$ cat config.mk
export PLATFORM = sky130hd
export DESIGN_NAME = gate_op_arbiter_flat
export DESIGN_NICKNAME = d
export VERILOG_FILES = /design/src/rtl/gate_op_arbiter_pkg.sv /design/src/rtl/gate_op_arbiter_if.sv /design/src/rtl/gate_op_arbiter_logic_unit.sv /design/src/rtl/gate_op_arbiter.sv /design/src/flat_wrapper.sv
export SDC_FILE = /design/constraint.sdc
export NUM_CORES = 1
export LEC_CHECK = 0
export ABC_AREA = 1
export CELL_PAD_IN_SITES_DETAIL_PLACEMENT = 0
export CELL_PAD_IN_SITES_GLOBAL_PLACEMENT = 2
export CORE_MARGIN = 5
export CORE_UTILIZATION = 31
export CTS_CLUSTER_SIZE = 40
export DETAILED_ROUTE_END_ITERATION = 6
export DONT_BUFFER_PORTS = 1
export PLACE_DENSITY = 0.74
export RECOVER_POWER = 100
export SLEW_MARGIN = 30
export SYNTH_ARGS = -nofsm -noshare
export SYNTH_HDL_FRONTEND = slang
export SYNTH_SLANG_ARGS = --single-unit
$ cat constraint.sdc
create_clock -name clk_in -period 1.9 [get_ports clk_in]
set_input_delay 0.475 -clock clk_in [delete_from_list [all_inputs] [get_ports clk_in]]
set_output_delay 0.475 -clock clk_in [all_outputs]
set_load 0.01 [all_outputs]
$ cat src/rtl/gate_op_arbiter_pkg.sv
// Shared definitions for the gate-op arbiter: opcodes, FSM encoding and the
// round-robin winner selection used when sampling requests in IDLE.
package gate_op_pkg;

    localparam logic [2:0] OP_AND  = 3'd0;
    localparam logic [2:0] OP_NAND = 3'd1;
    localparam logic [2:0] OP_OR   = 3'd2;
    localparam logic [2:0] OP_NOR  = 3'd3;
    localparam logic [2:0] OP_XOR  = 3'd4;
    localparam logic [2:0] OP_XNOR = 3'd5;
    localparam logic [2:0] OP_INV  = 3'd6;
    localparam logic [2:0] OP_BUF  = 3'd7;

    localparam int MAX_REQ = 8;

    typedef enum logic [1:0] {
        ST_IDLE = 2'd0,
        ST_EXEC = 2'd1,
        ST_RESP = 2'd2
    } state_e;

    // First set bit scanning ptr, ptr+1, ... modulo n; only the low n bits
    // of req take part, so one function serves every legal N_REQ.
    function automatic logic [2:0] rr_pick(input logic [MAX_REQ-1:0] req,
                                           input logic [2:0] ptr,
                                           input int n);
        logic [2:0] win;
        logic       found;
        int         idx;
        win   = '0;
        found = 1'b0;
        for (int i = 0; i < MAX_REQ; i++) begin
            idx = (int'(ptr) + i) % n;
            if (i < n && !found && req[idx]) begin
                win   = 3'(idx);
                found = 1'b1;
            end
        end
        return win;
    endfunction

endpackage

$ cat src/rtl/gate_op_arbiter_if.sv
// Requester-side bus of the gate-op arbiter, bundling request levels,
// packed per-requester operands and the grant/done/result returns.
interface gate_op_arbiter_if #(
    parameter int N_REQ = 4,
    parameter int WIDTH = 8,
    parameter int CNT_W = 16
);
    // Handshake: a requester raises req_in[i] with op/a/b stable and holds
    // them until gnt_out[i]; operands are captured on the grant edge, so
    // later changes are ignored. done_out[i] pulses for one cycle with
    // y_out valid; req_in[i] still high in the following IDLE is a new request.
    logic [N_REQ-1:0]       req_in;
    logic [3*N_REQ-1:0]     op_in;
    logic [WIDTH*N_REQ-1:0] a_in;
    logic [WIDTH*N_REQ-1:0] b_in;
    logic [N_REQ-1:0]       gnt_out;
    logic [N_REQ-1:0]       done_out;
    logic [WIDTH-1:0]       y_out;
    logic                   busy_out;
    logic [CNT_W-1:0]       op_cnt_out;

    modport master (
        output req_in, op_in, a_in, b_in,
        input  gnt_out, done_out, y_out, busy_out, op_cnt_out
    );

    modport slave (
        input  req_in, op_in, a_in, b_in,
        output gnt_out, done_out, y_out, busy_out, op_cnt_out
    );

endinterface

$ cat src/rtl/gate_op_arbiter_logic_unit.sv
// Shared WIDTH-bit bitwise logic unit; purely combinational, one opcode per
// cycle. b_i is don't-care for INV and BUF.
module logic_unit
    import gate_op_pkg::*;
#(
    parameter int WIDTH = 8
) (
    input  logic [2:0]       op_i,
    input  logic [WIDTH-1:0] a_i,
    input  logic [WIDTH-1:0] b_i,
    output logic [WIDTH-1:0] y_o
);

    always_comb begin
        y_o = a_i;
        case (op_i)
            OP_AND:  y_o = a_i & b_i;
            OP_NAND: y_o = ~(a_i & b_i);
            OP_OR:   y_o = a_i | b_i;
            OP_NOR:  y_o = ~(a_i | b_i);
            OP_XOR:  y_o = a_i ^ b_i;
            OP_XNOR: y_o = ~(a_i ^ b_i);
            OP_INV:  y_o = ~a_i;
            OP_BUF:  y_o = a_i;
        endcase
    end

endmodule

$ cat src/rtl/gate_op_arbiter.sv
// Round-robin arbiter granting one requester at a time access to the shared
// logic unit: IDLE samples requests, EXEC evaluates, RESP pulses done.
module gate_op_arbiter
    import gate_op_pkg::*;
#(
    parameter int N_REQ = 4,
    parameter int WIDTH = 8,
    parameter int CNT_W = 16
) (
    input  logic               clk_in,
    input  logic               rst_n_in,
    gate_op_arbiter_if.slave   bus,
    output state_e             state_dbg_out
);

    localparam int IDX_W = (N_REQ > 1) ? $clog2(N_REQ) : 1;

    state_e             state_q, state_d;
    logic [IDX_W-1:0]   ptr_q, ptr_d;
    logic [IDX_W-1:0]   win_q, win_d;
    logic [2:0]         op_q, op_d;
    logic [WIDTH-1:0]   a_q, a_d;
    logic [WIDTH-1:0]   b_q, b_d;
    logic [N_REQ-1:0]   gnt_q, gnt_d;
    logic [N_REQ-1:0]   done_q, done_d;
    logic [WIDTH-1:0]   y_q, y_d;
    logic [CNT_W-1:0]   cnt_q, cnt_d;

    logic [MAX_REQ-1:0] req_ext;
    logic [IDX_W-1:0]   pick;
    logic [WIDTH-1:0]   lu_y;

    assign req_ext = MAX_REQ'(bus.req_in);
    assign pick    = IDX_W'(rr_pick(req_ext, 3'(ptr_q), N_REQ));

    // The unit only ever sees latched operands, so requesters may change
    // their inputs freely once granted.
    logic_unit #(
        .WIDTH (WIDTH)
    ) u_logic_unit (
        .op_i (op_q),
        .a_i  (a_q),
        .b_i  (b_q),
        .y_o  (lu_y)
    );

    always_comb begin
        state_d = state_q;
        ptr_d   = ptr_q;
        win_d   = win_q;
        op_d    = op_q;
        a_d     = a_q;
        b_d     = b_q;
        gnt_d   = '0;
        done_d  = '0;
        y_d     = y_q;
        cnt_d   = cnt_q;
        case (state_q)
            ST_IDLE: begin
                if (|bus.req_in) begin
                    win_d   = pick;
                    op_d    = bus.op_in[3*int'(pick) +: 3];
                    a_d     = bus.a_in[WIDTH*int'(pick) +: WIDTH];
                    b_d     = bus.b_in[WIDTH*int'(pick) +: WIDTH];
                    gnt_d   = N_REQ'(1) << pick;
                    ptr_d   = (int'(pick) == N_REQ - 1) ? '0 : pick + IDX_W'(1);
                    state_d = ST_EXEC;
                end
            end
            ST_EXEC: begin
                y_d     = lu_y;
                done_d  = N_REQ'(1) << win_q;
                state_d = ST_RESP;
            end
            ST_RESP: begin
                cnt_d   = cnt_q + CNT_W'(1);
                state_d = ST_IDLE;
            end
            default: state_d = ST_IDLE;
        endcase
    end

    always_ff @(posedge clk_in or negedge rst_n_in) begin
        if (!rst_n_in) begin
            state_q <= ST_IDLE;
            ptr_q   <= '0;
            win_q   <= '0;
            op_q    <= '0;
            a_q     <= '0;
            b_q     <= '0;
            gnt_q   <= '0;
            done_q  <= '0;
            y_q     <= '0;
            cnt_q   <= '0;
        end else begin
            state_q <= state_d;
            ptr_q   <= ptr_d;
            win_q   <= win_d;
            op_q    <= op_d;
            a_q     <= a_d;
            b_q     <= b_d;
            gnt_q   <= gnt_d;
            done_q  <= done_d;
            y_q     <= y_d;
            cnt_q   <= cnt_d;
        end
    end

    assign bus.gnt_out    = gnt_q;
    assign bus.done_out   = done_q;
    assign bus.y_out      = y_q;
    assign bus.busy_out   = (state_q != ST_IDLE);
    assign bus.op_cnt_out = cnt_q;
    assign state_dbg_out  = state_q;

endmodule

$ cat src/flat_wrapper.sv
// flat-port wrapper written by rule: the top's interface ports become plain ports
module gate_op_arbiter_flat import gate_op_pkg::*;
#(
    parameter int N_REQ = 4,
    parameter int WIDTH = 8,
    parameter int CNT_W = 16
)
  (clk_in, rst_n_in, state_dbg_out, bus_req_in, bus_op_in, bus_a_in, bus_b_in, bus_gnt_out, bus_done_out, bus_y_out, bus_busy_out, bus_op_cnt_out);
  gate_op_arbiter_if #(.N_REQ(N_REQ), .WIDTH(WIDTH), .CNT_W(CNT_W)) bus_i ();
  input  logic clk_in;
  input  logic rst_n_in;
  output state_e state_dbg_out;
  input wire logic [$bits(bus_i.req_in)-1:0] bus_req_in;
  input wire logic [$bits(bus_i.op_in)-1:0] bus_op_in;
  input wire logic [$bits(bus_i.a_in)-1:0] bus_a_in;
  input wire logic [$bits(bus_i.b_in)-1:0] bus_b_in;
  output wire logic [$bits(bus_i.gnt_out)-1:0] bus_gnt_out;
  output wire logic [$bits(bus_i.done_out)-1:0] bus_done_out;
  output wire logic [$bits(bus_i.y_out)-1:0] bus_y_out;
  output wire logic [$bits(bus_i.busy_out)-1:0] bus_busy_out;
  output wire logic [$bits(bus_i.op_cnt_out)-1:0] bus_op_cnt_out;
  assign bus_i.req_in = bus_req_in;
  assign bus_i.op_in = bus_op_in;
  assign bus_i.a_in = bus_a_in;
  assign bus_i.b_in = bus_b_in;
  assign bus_gnt_out = bus_i.gnt_out;
  assign bus_done_out = bus_i.done_out;
  assign bus_y_out = bus_i.y_out;
  assign bus_busy_out = bus_i.busy_out;
  assign bus_op_cnt_out = bus_i.op_cnt_out;
  gate_op_arbiter #(.N_REQ(N_REQ), .WIDTH(WIDTH), .CNT_W(CNT_W)) u_core (.clk_in(clk_in), .rst_n_in(rst_n_in), .bus(bus_i), .state_dbg_out(state_dbg_out));
endmodule
# After elaboration in Yosys (flattened, before gate mapping)
# Cells that the tools add are included.
# op_classes
order_cmp	4
n_mul	1
n_reduce_logical	14
muxes	25
add_sub_neg	5
bitwise	10
n_eq_ne	11
n_div	0
n_shift	5
# op_table
op	n
8-bit case mux with 8 select lines	1
32-bit by 6-bit indexed part select with 8-bit output	2
8-bit NOT	4
12-bit by 32-bit indexed part select with 3-bit output	1
16-bit by 1-bit adder with 16-bit output (second input constant)	1
3-bit by 5-bit < comparator with 1-bit output (second input constant)	3
3-bit equality test (second input constant)	4
2-bit two-way mux	6
4-bit two-way mux	3
1-bit two-way mux	10
1-bit binary-select mux with 3-bit select	3
8-bit bitwise AND	1
8-bit OR	1
1-bit by 2-bit << shifter with 4-bit output (first input constant)	2
8-bit bitwise XOR	1
3-bit by 2-bit equality test with 1-bit output (second input constant)	2
2-bit OR reduction	3
2-bit by 1-bit adder with 2-bit output (second input constant)	2
2-bit adder (second input constant)	2
2-bit by 1-bit equality test with 1-bit output (second input constant)	2
2-bit by 4-bit < comparator with 1-bit output (second input constant)	1
2-bit by 2-bit multiplier with 4-bit output (first input constant)	1
2-bit case mux with 2 select lines	1
4-bit OR reduction	1
other kinds (11)	17
# word_totals
n_memories	0
latchBits	0
register_bits	57
romBits	0
in_bits	82
ram_bits	0

# Logic depth before layout (Yosys ltp)
# depth
ltp_word	17
ltp_mapped	17
mapped_depth_nobuf	15

# Hierarchy
# From an unflattened synthesis, not the netlist that was laid out.
# hier_totals
cells_unflattened	684
area_unflattened_um2	4654.5
# by_module_without_submodules
module	cells_each	area_per_inst_um2	instances	seq_area_each_um2
gate_op_arbiter	506	3621.0	1	1426.4
logic_unit	178	1033.5	1	0.0

# Worst setup path after synthesis
# Ideal clock, no wire load.
# synth_path
path_type	reg-to-reg
start	reg u_core.ptr_q[0]
end	reg u_core.ptr_q[1]
synth_period_minus_slack_ps	1928
path_buffers	3
stages_incl_launch_ff	16
setup_slack_ps	-28
required_time_ps	1768
setup_time_ps	132
t_arrival_ps	1796
path_cell_list	dfrtp_1 -> buf_6 -> inv_4 -> buf_12 -> nand2_2 -> nand2_1 -> nand2_1 -> nand2_2 -> nand3_2 -> nor2_4 -> inv_2 -> nand3_2 -> buf_4 -> ha_1 -> nand2_1 -> o21ai_0
# synth_between
elab_chain_cells	16
# synth_rtl
element	line_no	text
start, declared	gate_op_arbiter.sv:19	logic [IDX_W-1:0] ptr_q, ptr_d;
start signal, assigned	gate_op_arbiter.sv:97	ptr_q <= ptr_d;
2-bit by 1-bit adder with 2-bit output	gate_op_arbiter_pkg.sv:33	idx = (int'(ptr) + i) % n;
2-bit OR reduction (no source line)	-	
1-bit bitwise AND (no source line)	-	
1-bit binary-select mux with 3-bit select	gate_op_arbiter_pkg.sv:34	if (i < n && !found && req[idx]) begin
1-bit two-way mux (not written as such) (2 in a row)	gate_op_arbiter_pkg.sv:34	
1-bit logical AND	gate_op_arbiter_pkg.sv:34	
1-bit two-way mux	gate_op_arbiter_pkg.sv:34	
1-bit logical NOT	gate_op_arbiter_pkg.sv:34	
1-bit logical AND	gate_op_arbiter_pkg.sv:34	
1-bit two-way mux	gate_op_arbiter_pkg.sv:34	
1-bit logical NOT	gate_op_arbiter_pkg.sv:34	
1-bit logical AND	gate_op_arbiter_pkg.sv:34	
2-bit two-way mux *	gate_op_arbiter_pkg.sv:34	
2-bit by 1-bit adder with 2-bit output or 2-bit by 1-bit equality test with 1-bit output (tied branches)	gate_op_arbiter.sv:66	ptr_d = (int'(pick) == N_REQ - 1) ? '0 : pick + IDX_W'(1);
2-bit two-way mux *	gate_op_arbiter.sv:66	
# Every way passes the cells marked *; elsewhere a longest branch is shown, timed or not. The select of a mux whose other input is x is not followed.
# A chain may end at the register's enable or synchronous reset.

# Worst setup path after layout
# layout_path
start	reg u_core.ptr_q[0]
end	reg u_core.b_q[0]
# layout_between
elab_chain_cells	15
# layout_rtl
element	line_no	text
2-bit by 1-bit adder with 2-bit output	gate_op_arbiter_pkg.sv:33	
2-bit OR reduction (no source line)	-	
1-bit bitwise AND (no source line)	-	
1-bit binary-select mux with 3-bit select	gate_op_arbiter_pkg.sv:34	
1-bit two-way mux (not written as such) (2 in a row)	gate_op_arbiter_pkg.sv:34	
1-bit logical AND	gate_op_arbiter_pkg.sv:34	
1-bit two-way mux	gate_op_arbiter_pkg.sv:34	
1-bit logical NOT	gate_op_arbiter_pkg.sv:34	
1-bit logical AND	gate_op_arbiter_pkg.sv:34	
1-bit two-way mux	gate_op_arbiter_pkg.sv:34	
1-bit logical NOT	gate_op_arbiter_pkg.sv:34	
1-bit logical AND	gate_op_arbiter_pkg.sv:34	
2-bit two-way mux *	gate_op_arbiter_pkg.sv:34	
32-bit by 6-bit indexed part select with 8-bit output *	gate_op_arbiter.sv:64	b_d = bus.b_in[WIDTH*int'(pick) +: WIDTH];
end signal, assigned	gate_op_arbiter.sv:90	b_q <= '0;
end signal, assigned	gate_op_arbiter.sv:101	b_q <= b_d;
end, declared	gate_op_arbiter.sv:23	logic [WIDTH-1:0] b_q, b_d;
# Marked as above.

==> flow_summary_export.csv <==
group,metric,value,unit
floorplanning,row_count,43,
routing,wl,12.2,mm
routing,viasPerCell,4.66,
sta,fin_crit,1.96,ns
floorplanning,core_area,13800,µm²
routing,wl_met1,5.70,mm
power,powerDensity,2240,nW/µm²
synth,synthArstFlopShare,1.00,
cts,path_clk_slew,0.05,ns
synth,ys_seq_elements,57,
cts,clk_latency,0.32,ns
worst_hold_path,worstHoldStart,"u_core.win_q[1]",
floorplanning,dieArea,16500,µm²
sta,max_freq,0.511,GHz
power,irDropWorstVdd,1010,µV
sta,maxSlewHeadroom,0.0504,
synth,synth_edf_count,0,
routing,topRoutingLayerUsed,"met4",
sta,setup_viol,18,
critical_path,required,2.11,ns
cells_and_area,nets,756,
global_route,grt_max_degree,58,
cells_and_area,drive_gt1_frac,0.219,
synth,yosysUniqueCellTypes,38,
power,pwr-share-clk,0.138,
run,maxCapViolations,0,
synth,synth_flop_cell,"dfrtp_1",
power,swShare,0.467,
cells_and_area,area_growth,26.8,%
outcome,violations,"setup timing",
sta,fin_worst_skew,0.00835,ns
cells_and_area,fin_util,0.399,
synth,syn_area,4350,µm²
sta,rsz0062_at_grt,"true",
cells_and_area,diodes,0,
critical_path,worst_setup_path_end_kind,"flop",
global_route,grt_use_total,0.148,
routing,drc,0,
floorplanning,ios,117,
critical_path,startpoint_type,"flop",
floorplanning,chipHeight,128,µm
routing,wl_met3,738,µm
synth,synth_fp_nets,723,
global_route,antenna_found_initial,0,
sta,fin_hold_ws,0.459,ns
synth,yosysSeqAreaShare,0.328,
global_route,grt_pass1_vias,3967,
placement,io_buffers,0,
critical_path,regToRegStartpoint,"u_core.ptr_q[0]",
sta,tns,-0.467,ns
sta,hold_viol,0,
synth,syn_inst,623,
routing,wl_met2,5.54,mm
placement,dp_cells,812,
cts,clock_sinks,57,
power,p_int,6.57,mW
power,power_frac_seq,0.179,
critical_path,cp-startpoint,"u_core.ptr_q[0]",
floorplanning,start_util,0.315,
placement,dp_hpwl,8.85,mm
power,switchingPower,5.77,mW
cts,h-tree-depth,3,
critical_path,crit_fanout,8,
routing,drtAntennaViolNets,0,
routing,dr_total_vias,3923,
sta,slew_violations,0,
power,p_leak,2.97,nW
worst_hold_path,hold_path_class,"flop to flop",
floorplanning,die_w,128,µm
outcome,status,"finished with violations",
cts,cts_buffer_depth,2,
critical_path,crit_type,"flop to flop",
sta,fin_ws,-0.0555,ns
placement,gp_congestion,0.792,
cts,cts_buffers,9,
routing,dr.pass1.iters,5,
sta,worstMarginPinSlew,1.42,ns
global_route,grt_pass1_wl,19.9,mm
global_route,grt.overflow.total,0,
cts,cts_tree,"yes",
cts,root_buffer,"clkbuf_16",
routing,drt_iter0_markers,172,
sta,finalCritPeriodShare,1.03,
routing,wl_per_cell,14.5,µm
synth,yosysWarnings,0,
synth,syn_avg_cell_area,6.98,µm²
critical_path,cp.arrival,2.16,ns
cells_and_area,fin_cells,841,
power,power_frac_comb,0.683,
[Yosys cell counts (9+ instances only)]
| master | n | share of area |
|---|---|---|
| a21oi_1 | 16 | 0.018 |
| dfrtp_1 | 57 | 0.33 |
| ha_1 | 18 | 0.052 |
| inv_1 | 125 | 0.11 |
| nand2_1 | 174 | 0.15 |
| nand2_2 | 11 | 0.016 |
| nand3_1 | 70 | 0.081 |
| nand3_2 | 23 | 0.053 |
| nor2_1 | 34 | 0.029 |
| nor3_1 | 10 | 0.012 |
| o21ai_0 | 9 | 0.010 |
[power by group through the flow]
stage	logic (mW)	registers (mW)	clock network, mW
finish	8.43	2.21	1.71
floorplan	5.03	2.10	0
global route	9.45	2.29	1.80
global placement	6.60	2.21	0
detailed placement	6.65	2.23	0
CTS	7.35	2.21	1.75
[registers in the layout, summed over array words and instances (netlist names)]
register and cells:
u_core.state_dbg_out 2, u_core.ptr_q 2, u_core.bus.done_out 4, u_core.bus.y_out 8, u_core.a_q 8, u_core.op_q 3
u_core.b_q 8, u_core.bus.op_cnt_out 16, u_core.win_q 2, u_core.bus.gnt_out 4
[per-stage QoR]
stage / setup WS [ns] / total power [mW] / cell area, µm²
detailed placement: -0.155 / 8.88 / 4740
finish: -0.0555 / 12.3 / 5520
floorplan: 0.0148 / 7.13 / 4380
global route: -0.201 / 13.5 / 5520
CTS: -0.0304 / 11.3 / 5230
global placement: -0.0779 / 8.81 / 4740
[per-layer routing]
metal / track usage / vias to the layer above
met5: 0 / -
met4: 0.0387 / 0
met3: 0.0365 / 12
met2: 0.234 / 106
met1: 0.203 / 1800
li1: - / 2005
[worst max-delay path, stage by stage, from the launching register on]
cell and delay, ns:
dfrtp_2 0.44, inv_4 0.07, buf_12 0.14, nand2_1 0.06
nand2_2 0.06, nand2_4 0.07, nand2_4 0.06, nor2_4 0.14
nand4_4 0.15, nand2_8 0.18, clkbuf_16 0.18, nand2_2 0.06
nand3_4 0.07, nand2_1 0.05, nand2_1 0.06, nand2_1 0.05
[layout by cell type, fill, tap and decap left out, types with 8 or more instances in the layout]
cell and instances:
dfrtp_1 55, nor2_1 32, inv_1 124, nand2_2 23, nand2_1 154, ha_1 17
buf_4 22, clkbuf_16 14, buf_12 8, a21oi_1 16, nand2_4 9, nand3_1 57
nor3_1 9, nand3_2 29
[path summary, 6_finish.rpt]
path | endpoint | slack [ns] | cells past startpoint
max | u_core.b_q[0] | -0.06 | 15
min | u_core.bus.done_out[0] | 0.46 | 1
max reg2reg | u_core.b_q[0] | -0.06 | 15
min reg2reg | u_core.bus.done_out[0] | 0.46 | 1
max in group asynchronous | u_core.ptr_q[0] | 0.46 | 1
min in group asynchronous | u_core.bus.op_cnt_out[9] | 0.49 | 1
[kinds of logic (layout without fill, tap and decap cells)]
| family | after synthesis | count (layout) | share of synthesized area |
|---|---|---|---|
| AND/OR/NAND/NOR | 335 | 335 | 0.371 |
| buffers and inverters | 153 | 191 | 0.154 |
| flip-flops | 57 | 57 | 0.328 |
| AO/OA/AOI/OAI | 45 | 45 | 0.0647 |
| adder cells (fa/ha/maj) | 18 | 18 | 0.0518 |
| XOR/XNOR | 14 | 14 | 0.0282 |
| multiplexers | 1 | 1 | 0.00259 |
[final cells by class]
type | instances | area (µm²)
Fill cell | 1440 | 8310
Multi-Input combinational cell | 413 | 2500
Sequential cell | 57 | 1430
Timing Repair Buffer | 47 | 551
Inverter | 128 | 483
Clock buffer | 13 | 280
Tap cell | 180 | 225
Clock inverter | 3 | 46.3
[repair_timing]
| action | in CTS | in global routing |
|---|---|---|
| cloned | 1 | 5 |
| gates resized for setup | 14 | 47 |
| pin swaps | 4 | 46 |
| setup buffers | 4 | 2 |
| hold buffers | 1 | 0 |
| endpoints found under the hold margin | 57 | 0 |
| endpoints found under the setup margin | 23 | 30 |
Note: power is estimated with default switching activity, not from simulation.
